==> src/rtl/regfile_mp_pkg.sv <==
// Shared types and helpers for the multi-port register file.
// Latency: n/a (types and pure functions only).
// Backpressure: n/a.
package regfile_mp_pkg;

    // CLEAR zeroes one entry per cycle after reset; READY is normal operation.
    typedef enum logic {
        CLEAR = 1'b0,
        READY = 1'b1
    } rf_state_t;

    // Widest data bus the forwarding helper handles; callers zero-extend
    // their data to this width and truncate the result back.
    localparam int RF_MAX_W = 64;

    function automatic int calc_addr_w(input int depth);
        return (depth > 1) ? $clog2(depth) : 1;
    endfunction

    // Write-first forwarding: port 1 beats port 0, and either beats storage.
    function automatic logic [RF_MAX_W-1:0] bypass_select(
        input logic                hit0,
        input logic                hit1,
        input logic [RF_MAX_W-1:0] wr_dat0,
        input logic [RF_MAX_W-1:0] wr_dat1,
        input logic [RF_MAX_W-1:0] mem_dat
    );
        if (hit1) begin
            return wr_dat1;
        end
        if (hit0) begin
            return wr_dat0;
        end
        return mem_dat;
    endfunction

endpackage

==> src/rtl/regfile_mp_if.sv <==
// Bus bundle for the multi-port register file: read ports, two write ports, sweep status.
// Latency: n/a (wiring only); read data is registered inside the register file.
// Backpressure: none; writes and reads are accepted every cycle once the sweep is done.
//
// Signals: readReg/readData (NUM_READ packed lanes), write0/1 + writeReg0/1 +
// writeData0/1, init_busy.  master = requester side, slave = register file.
interface regfile_mp_if
    import regfile_mp_pkg::*;
#(
    parameter int BUS_WIDTH = 32,
    parameter int DEPTH     = 32,
    parameter int NUM_READ  = 2,
    parameter int ADDR_W    = calc_addr_w(DEPTH)
);
    logic [NUM_READ-1:0][ADDR_W-1:0]    readReg;
    logic [NUM_READ-1:0][BUS_WIDTH-1:0] readData;
    logic                               write0;
    logic [ADDR_W-1:0]                  writeReg0;
    logic [BUS_WIDTH-1:0]               writeData0;
    logic                               write1;
    logic [ADDR_W-1:0]                  writeReg1;
    logic [BUS_WIDTH-1:0]               writeData1;
    logic                               init_busy;

    modport master (
        output readReg, write0, writeReg0, writeData0, write1, writeReg1, writeData1,
        input  readData, init_busy
    );

    modport slave (
        input  readReg, write0, writeReg0, writeData0, write1, writeReg1, writeData1,
        output readData, init_busy
    );

endinterface

==> src/rtl/regfile_mp_readport.sv <==
// One registered read port with write-first bypass against both write ports.
// Latency: 1 cycle from raddr to rdata.
// Backpressure: none; outputs 0 while reset or the clear sweep is active.
//
// Ports: clk, rst, busy (sweep active), raddr, mem_dat (array at raddr),
// we0/waddr0/wdata0 and we1/waddr1/wdata1 (already qualified writes), rdata.
module regfile_mp_readport
    import regfile_mp_pkg::*;
#(
    parameter int BUS_WIDTH = 32,
    parameter int ADDR_W    = 5,
    parameter int ZERO_REG  = 1
) (
    input  logic                 clk,
    input  logic                 rst,
    input  logic                 busy,
    input  logic [ADDR_W-1:0]    raddr,
    input  logic [BUS_WIDTH-1:0] mem_dat,
    input  logic                 we0,
    input  logic [ADDR_W-1:0]    waddr0,
    input  logic [BUS_WIDTH-1:0] wdata0,
    input  logic                 we1,
    input  logic [ADDR_W-1:0]    waddr1,
    input  logic [BUS_WIDTH-1:0] wdata1,
    output logic [BUS_WIDTH-1:0] rdata
);

    logic                 hit0;
    logic                 hit1;
    logic                 is_zero;
    logic [BUS_WIDTH-1:0] fwd_dat;

    // we0/we1 arrive with dropped writes (sweep, register 0) already masked,
    // so a hit here is always a write that really commits this cycle.
    assign hit0    = we0 && (waddr0 == raddr);
    assign hit1    = we1 && (waddr1 == raddr);
    assign is_zero = (ZERO_REG != 0) && (raddr == '0);

    assign fwd_dat = BUS_WIDTH'(bypass_select(hit0, hit1,
                                              RF_MAX_W'(wdata0),
                                              RF_MAX_W'(wdata1),
                                              RF_MAX_W'(mem_dat)));

    always_ff @(posedge clk) begin
        if (rst || busy) begin
            rdata <= '0;
        end else if (is_zero) begin
            rdata <= '0;
        end else begin
            rdata <= fwd_dat;
        end
    end

endmodule

==> src/rtl/regfile_mp.sv <==
// Multi-port register file: NUM_READ registered read ports, two write ports, post-reset clear sweep.
// Latency: 1 cycle read; writes visible same cycle via bypass, in storage next cycle.
// Backpressure: none; init_busy high for DEPTH cycles after reset, writes ignored meanwhile.
//
// Ports: clk, rst (synchronous, active-high), bus (regfile_mp_if.slave) carrying
// readReg/readData, write0/1 with writeReg0/1 and writeData0/1, init_busy.
module regfile_mp
    import regfile_mp_pkg::*;
#(
    parameter int BUS_WIDTH = 32,
    parameter int DEPTH     = 32,
    parameter int NUM_READ  = 2,
    parameter int ZERO_REG  = 1
) (
    input  logic          clk,
    input  logic          rst,
    regfile_mp_if.slave   bus
);

    localparam int ADDR_W = calc_addr_w(DEPTH);

    rf_state_t            state;
    logic [ADDR_W-1:0]    clr_cnt;
    logic                 init_busy_q;
    logic [BUS_WIDTH-1:0] mem [DEPTH];

    logic                 we0_eff;
    logic                 we1_eff;
    logic                 drop0;
    logic                 drop1;

    // Writes to register 0 vanish when it is hardwired; also hide them from
    // the bypass so a forwarded value can never leak out as register 0.
    assign drop0   = (ZERO_REG != 0) && (bus.writeReg0 == '0);
    assign drop1   = (ZERO_REG != 0) && (bus.writeReg1 == '0);
    assign we0_eff = (state == READY) && bus.write0 && !drop0;
    assign we1_eff = (state == READY) && bus.write1 && !drop1;

    assign bus.init_busy = init_busy_q;

    // Clear sweep FSM. init_busy_q tracks CLEAR exactly, held as a flop so
    // the status output comes straight from a register.
    always_ff @(posedge clk) begin
        if (rst) begin
            state       <= CLEAR;
            clr_cnt     <= '0;
            init_busy_q <= 1'b1;
        end else begin
            case (state)
                CLEAR: begin
                    clr_cnt <= clr_cnt + ADDR_W'(1);
                    if (clr_cnt == ADDR_W'(DEPTH - 1)) begin
                        state       <= READY;
                        init_busy_q <= 1'b0;
                    end
                end
                READY: begin
                    state       <= READY;
                    init_busy_q <= 1'b0;
                end
            endcase
        end
    end

    // Storage has no reset term so it can map onto RAM; the sweep zeroes it
    // one entry per cycle instead. Port 1 is written last so it wins a
    // same-address collision.
    always_ff @(posedge clk) begin
        if (!rst) begin
            if (state == CLEAR) begin
                mem[clr_cnt] <= '0;
            end
            if (we0_eff) begin
                mem[bus.writeReg0] <= bus.writeData0;
            end
            if (we1_eff) begin
                mem[bus.writeReg1] <= bus.writeData1;
            end
        end
    end

    for (genvar p = 0; p < NUM_READ; p++) begin : g_rd
        logic [BUS_WIDTH-1:0] rd_dat;

        regfile_mp_readport #(
            .BUS_WIDTH (BUS_WIDTH),
            .ADDR_W    (ADDR_W),
            .ZERO_REG  (ZERO_REG)
        ) u_rp (
            .clk     (clk),
            .rst     (rst),
            .busy    (init_busy_q),
            .raddr   (bus.readReg[p]),
            .mem_dat (mem[bus.readReg[p]]),
            .we0     (we0_eff),
            .waddr0  (bus.writeReg0),
            .wdata0  (bus.writeData0),
            .we1     (we1_eff),
            .waddr1  (bus.writeReg1),
            .wdata1  (bus.writeData1),
            .rdata   (rd_dat)
        );

        assign bus.readData[p] = rd_dat;
    end

endmodule
==> src/flat_wrapper.sv <==
// flat-port wrapper written by rule: the top's interface ports become plain ports
module regfile_mp_flat import regfile_mp_pkg::*;
#(
    parameter int BUS_WIDTH = 32,
    parameter int DEPTH     = 32,
    parameter int NUM_READ  = 2,
    parameter int ZERO_REG  = 1
)
  (clk, rst, bus_readReg, bus_write0, bus_writeReg0, bus_writeData0, bus_write1, bus_writeReg1, bus_writeData1, bus_readData, bus_init_busy);
  regfile_mp_if #(.BUS_WIDTH(BUS_WIDTH), .DEPTH(DEPTH), .NUM_READ(NUM_READ)) bus_i ();
  input  logic clk;
  input  logic rst;
  input wire logic [$bits(bus_i.readReg)-1:0] bus_readReg;
  input wire logic [$bits(bus_i.write0)-1:0] bus_write0;
  input wire logic [$bits(bus_i.writeReg0)-1:0] bus_writeReg0;
  input wire logic [$bits(bus_i.writeData0)-1:0] bus_writeData0;
  input wire logic [$bits(bus_i.write1)-1:0] bus_write1;
  input wire logic [$bits(bus_i.writeReg1)-1:0] bus_writeReg1;
  input wire logic [$bits(bus_i.writeData1)-1:0] bus_writeData1;
  output wire logic [$bits(bus_i.readData)-1:0] bus_readData;
  output wire logic [$bits(bus_i.init_busy)-1:0] bus_init_busy;
  assign bus_i.readReg = bus_readReg;
  assign bus_i.write0 = bus_write0;
  assign bus_i.writeReg0 = bus_writeReg0;
  assign bus_i.writeData0 = bus_writeData0;
  assign bus_i.write1 = bus_write1;
  assign bus_i.writeReg1 = bus_writeReg1;
  assign bus_i.writeData1 = bus_writeData1;
  assign bus_readData = bus_i.readData;
  assign bus_init_busy = bus_i.init_busy;
  regfile_mp #(.BUS_WIDTH(BUS_WIDTH), .DEPTH(DEPTH), .NUM_READ(NUM_READ), .ZERO_REG(ZERO_REG)) u_core (.clk(clk), .rst(rst), .bus(bus_i));
endmodule
==> config.mk <==
export PLATFORM = sky130hd
export DESIGN_NAME = regfile_mp_flat
export DESIGN_NICKNAME = d
export VERILOG_FILES = /design/src/rtl/regfile_mp_pkg.sv /design/src/rtl/regfile_mp_if.sv /design/src/rtl/regfile_mp_readport.sv /design/src/rtl/regfile_mp.sv /design/src/flat_wrapper.sv
export SDC_FILE = /design/constraint.sdc
export NUM_CORES = 2
export LEC_CHECK = 0
export CAP_MARGIN = 40
export CELL_PAD_IN_SITES_DETAIL_PLACEMENT = 0
export CELL_PAD_IN_SITES_GLOBAL_PLACEMENT = 1
export CORE_MARGIN = 5
export CORE_UTILIZATION = 45
export CTS_BUF_LIST = sky130_fd_sc_hd__clkbuf_16
export DETAILED_ROUTE_END_ITERATION = 12
export PLACE_DENSITY_LB_ADDON = 0.1
export SYNTH_ARGS = -nofsm -noshare
export SYNTH_HDL_FRONTEND = slang
export SYNTH_HIERARCHICAL = 1
export SYNTH_SLANG_ARGS = --single-unit
==> constraint.sdc <==
create_clock -name clk -period 4.1 [get_ports clk]
set_input_delay 0.41 -clock clk [delete_from_list [all_inputs] [get_ports clk]]
set_output_delay 0.41 -clock clk [all_outputs]
set_load 0.02 [all_outputs]
==> results.md <==
* Outcome: finished clean
* Seq cells post-synth at 1095
* Detailed-route via count at 53700
* Max stage delay on crit path at 0.83 ns
* Wire per inst at 34.0 um
* H-tree depth at 4
* Max Cap Viol at 0
* Hold Crit Depth at 3
* Hold Path Class: input port to flip-flop
* Clock root buffer: clkbuf_16
* Dpl hpwl at 164000 um
* Clk slew on worst S/H paths at 0.06 ns
* Setup TNS Final at 0 ns
* First DRT Iteration DRCs at 7513
* Pwr Density at 351 nW/um^2
* Reg2reg setup slack at 0.76 ns
* WL final at 279000 um
* CTS Buffer Depth at 3
* Hold Path End: u_core/g_rd[0].u_rp/rdata[27]
* Leakage power at 25.0 nW
* Final hold viol count at 0
* Cells along the critical path: nand3_2, buf_4, nor4_2, o21bai_4, buf_16, buf_12
* Mean Syn Cell Area at 10.1 sq um
* Worst Path Required at 4.55 ns
* Final antenna-violating net count at 0
* P&R area growth vs syn at 13.5%
* Commonest cells post-synth: nand2_1 (1226), mux2i_1 (1026), edfxtp_1 (1024)
* Residual DRC at 0
* Worst slew pin tran at 1.19 ns
* Filler cells at 12700
* Crit-path slowest cell: dfxtp_1
* Critical path class: flip-flop to flip-flop
* Initial antenna violation count at 7
* CTS tree: done
* Clk_lat worst skew at 0.78 ns
* RSZ-0062 raised after global routing: false
* Setup Buffers After CTS at 0
* Worst Path Arrival at 3.79 ns
* Slew HR at 0.204
* CP endpoint kind: flip-flop
* Top cells by area, synth: edfxtp_1 (48%), mux2i_1 (16%), nand2_1 (7.2%)
* Initial Util at 0.453
* Mapped Area at 64200 sq um
* Ys async rst share at 0
* Count leader, synth: nand2_1
* Worst hold start: bus_writeData1[27]
* Clock buffers created by TritonCTS at 130
* CTS resizes at 0
* RR Endpoint: u_core/mem[31][12]
* Top FF cell, synth: edfxtp_1
* First drt pass iteration count at 6
* Io pins at 153
* Crit path time final at 3.34 ns
* Worst Setup Start Kind: flip-flop
* Final worst path period share at 0.815
* Global-route wire length before repair at 387000 um
* Worst Skew at 0.0287 ns
* Full die area at 150000 sq um
* Largest net degree at the start of global routing at 76
* Max Freq at 299 MHz
* Slew Limit Fails at 0
* Post-synth cell types at 53
* Yosys synthesis warning count at 6
* Die width at 388 um
* Yosys top cell by area: edfxtp_1
* Port Buffers at 152
* Nets@finish at 6301
* RD Place Congestion at 0.880
* Standard-cell rows at 138
* Average via count per standard cell at 6.54
* Total grt overflow at 0
* Mapped Nets at 6474
* Sequential element share of the synthesized area at 0.501
* Worst VDD drop at 0.366 mV
* Clock sinks at 1095
* Die height at 388 um
* Hold-fix buffers, CTS at 0
* Cells after Synth at 6384
* Number of synthesized flops with an enable pin at 1024
* CORE AREA at 142000 sq um
* Crit-path max FO at 17
* Vias in the first global route at 51000
* Endpoints failing setup at 0
* Layout cell share with drive strength beyond 1 at 0.101
* Overall Global Routing Usage at 0.358
* Tightest hold margin at 0.156 ns
* R2r startpoint: u_core/state
* Reg2reg path depth at 6
* Top cell type's share of synthesized area at 0.479
## where the power goes
group / total [W] / leakage (nW) / internal, W / switching (W)
clock network: 0.0110 / 2.10 / 0.00611 / 0.00490
logic: 0.00239 / 14.2 / 0.000713 / 0.00168
registers: 0.0122 / 8.69 / 0.0121 / 0.0000368
## critical path, delay by kind of cell, from the launching register on
family	cells	cell delay, ns
compound gates	1	0.34
buf+inv	3	0.88
flops	1	0.83
simple gates	2	0.94
## state kept, by name (all words and copies together) (netlist names)
signal,count
u_core/clr_cnt,5
u_core/state,1
u_core/g_rd.u_rp/rdata,64
u_core/bus.init_busy,1
u_core/mem,1024
## final cells by class
cell class	count	area [sq um]	area share
inverters	37	139	0.00191
flip-flops and latches	1095	32200	0.442
repair buffers	440	5140	0.0706
diodes	4	10.0	0.000137
multi-input cells	4507	29000	0.399
clock inverters	102	536	0.00735
clock buffers	137	3430	0.0471
well taps	1890	2360	0.0325
## placed cells by master, fill, tap and decap left out, drive strengths merged, types with 2 or more instances in the layout
cell type      netlist  layout
nand2             1227    1227
o21ai             1059    1059
mux2i             1026    1026
edfxtp            1024    1024
a22oi              320     320
buf                363     304
nand3              258     258
a21oi              194     194
clkbuf             382     137
clkdlybuf4s50        0     136
nand4              132     132
inv                 37      82
dfxtp               71      71
nor3                67      67
a311oi              64      64
clkinv               0      55
o21bai              32      32
nor4                32      32
xnor2               21      21
nor2                19      19
nand2b               8       8
nor2b                7       7
or2                  7       7
diode                0       4
a41oi                4       4
nor4b                3       3
nand4b               3       3
and4                 3       3
and2                 2       2
a21o                 2       2
a31oi                2       2
and4b                2       2
xor2                 2       2
ha                   2       2
or4                  2       2
## cells by family after synthesis
family | count (synthesis) | share of synthesized area
AOI/OAI and AO/OA | 1681 | 0.155
xor gates and xnor gates | 23 | 0.00314
and+or+nand+nor | 1775 | 0.122
adders and majority gates | 2 | 0.000390
muxes | 1026 | 0.160
buffers and inverters | 782 | 0.0579
DFF | 1095 | 0.501
## through the flow
step / total power, W / util / std cells / area [sq um] / setup slack (ns)
finish: 0.0256 / 0.514 / 8212 / 72800 / 0.758
detailed placement: 0.0147 / 0.486 / 7969 / 68800 / 0.587
floorplan: 0.0136 / - / 6384 / 64200 / 0.840
global placement: 0.0147 / 0.483 / 7945 / 68400 / 0.545
global route: 0.0261 / 0.514 / 8210 / 72800 / 0.709
CTS: 0.0256 / 0.514 / 8208 / 72800 / 0.860
## routing by layer
layer	GRT usage	share of wire	vias up
met5	0	0.000054	-
met4	0.174	0.055	2
met1	0.483	0.40	26400
met2	0.544	0.44	3388
li1	-	-	23300
met3	0.0827	0.11	651
## worst max path at each step
stage / start / to / slack (ns)
floorplan: bus_writeReg0[3] / u_core/mem[12][0] / 0.84
global placement: rst / u_core/mem[27][5] / 0.54
detailed placement: bus_writeReg1[2] / u_core/mem[31][20] / 0.59
CTS: u_core/state / u_core/mem[31][16] / 0.86
global route: u_core/state / u_core/mem[28][3] / 0.71
finish: u_core/state / u_core/mem[31][12] / 0.76
(Power assumes the default switching activity.)
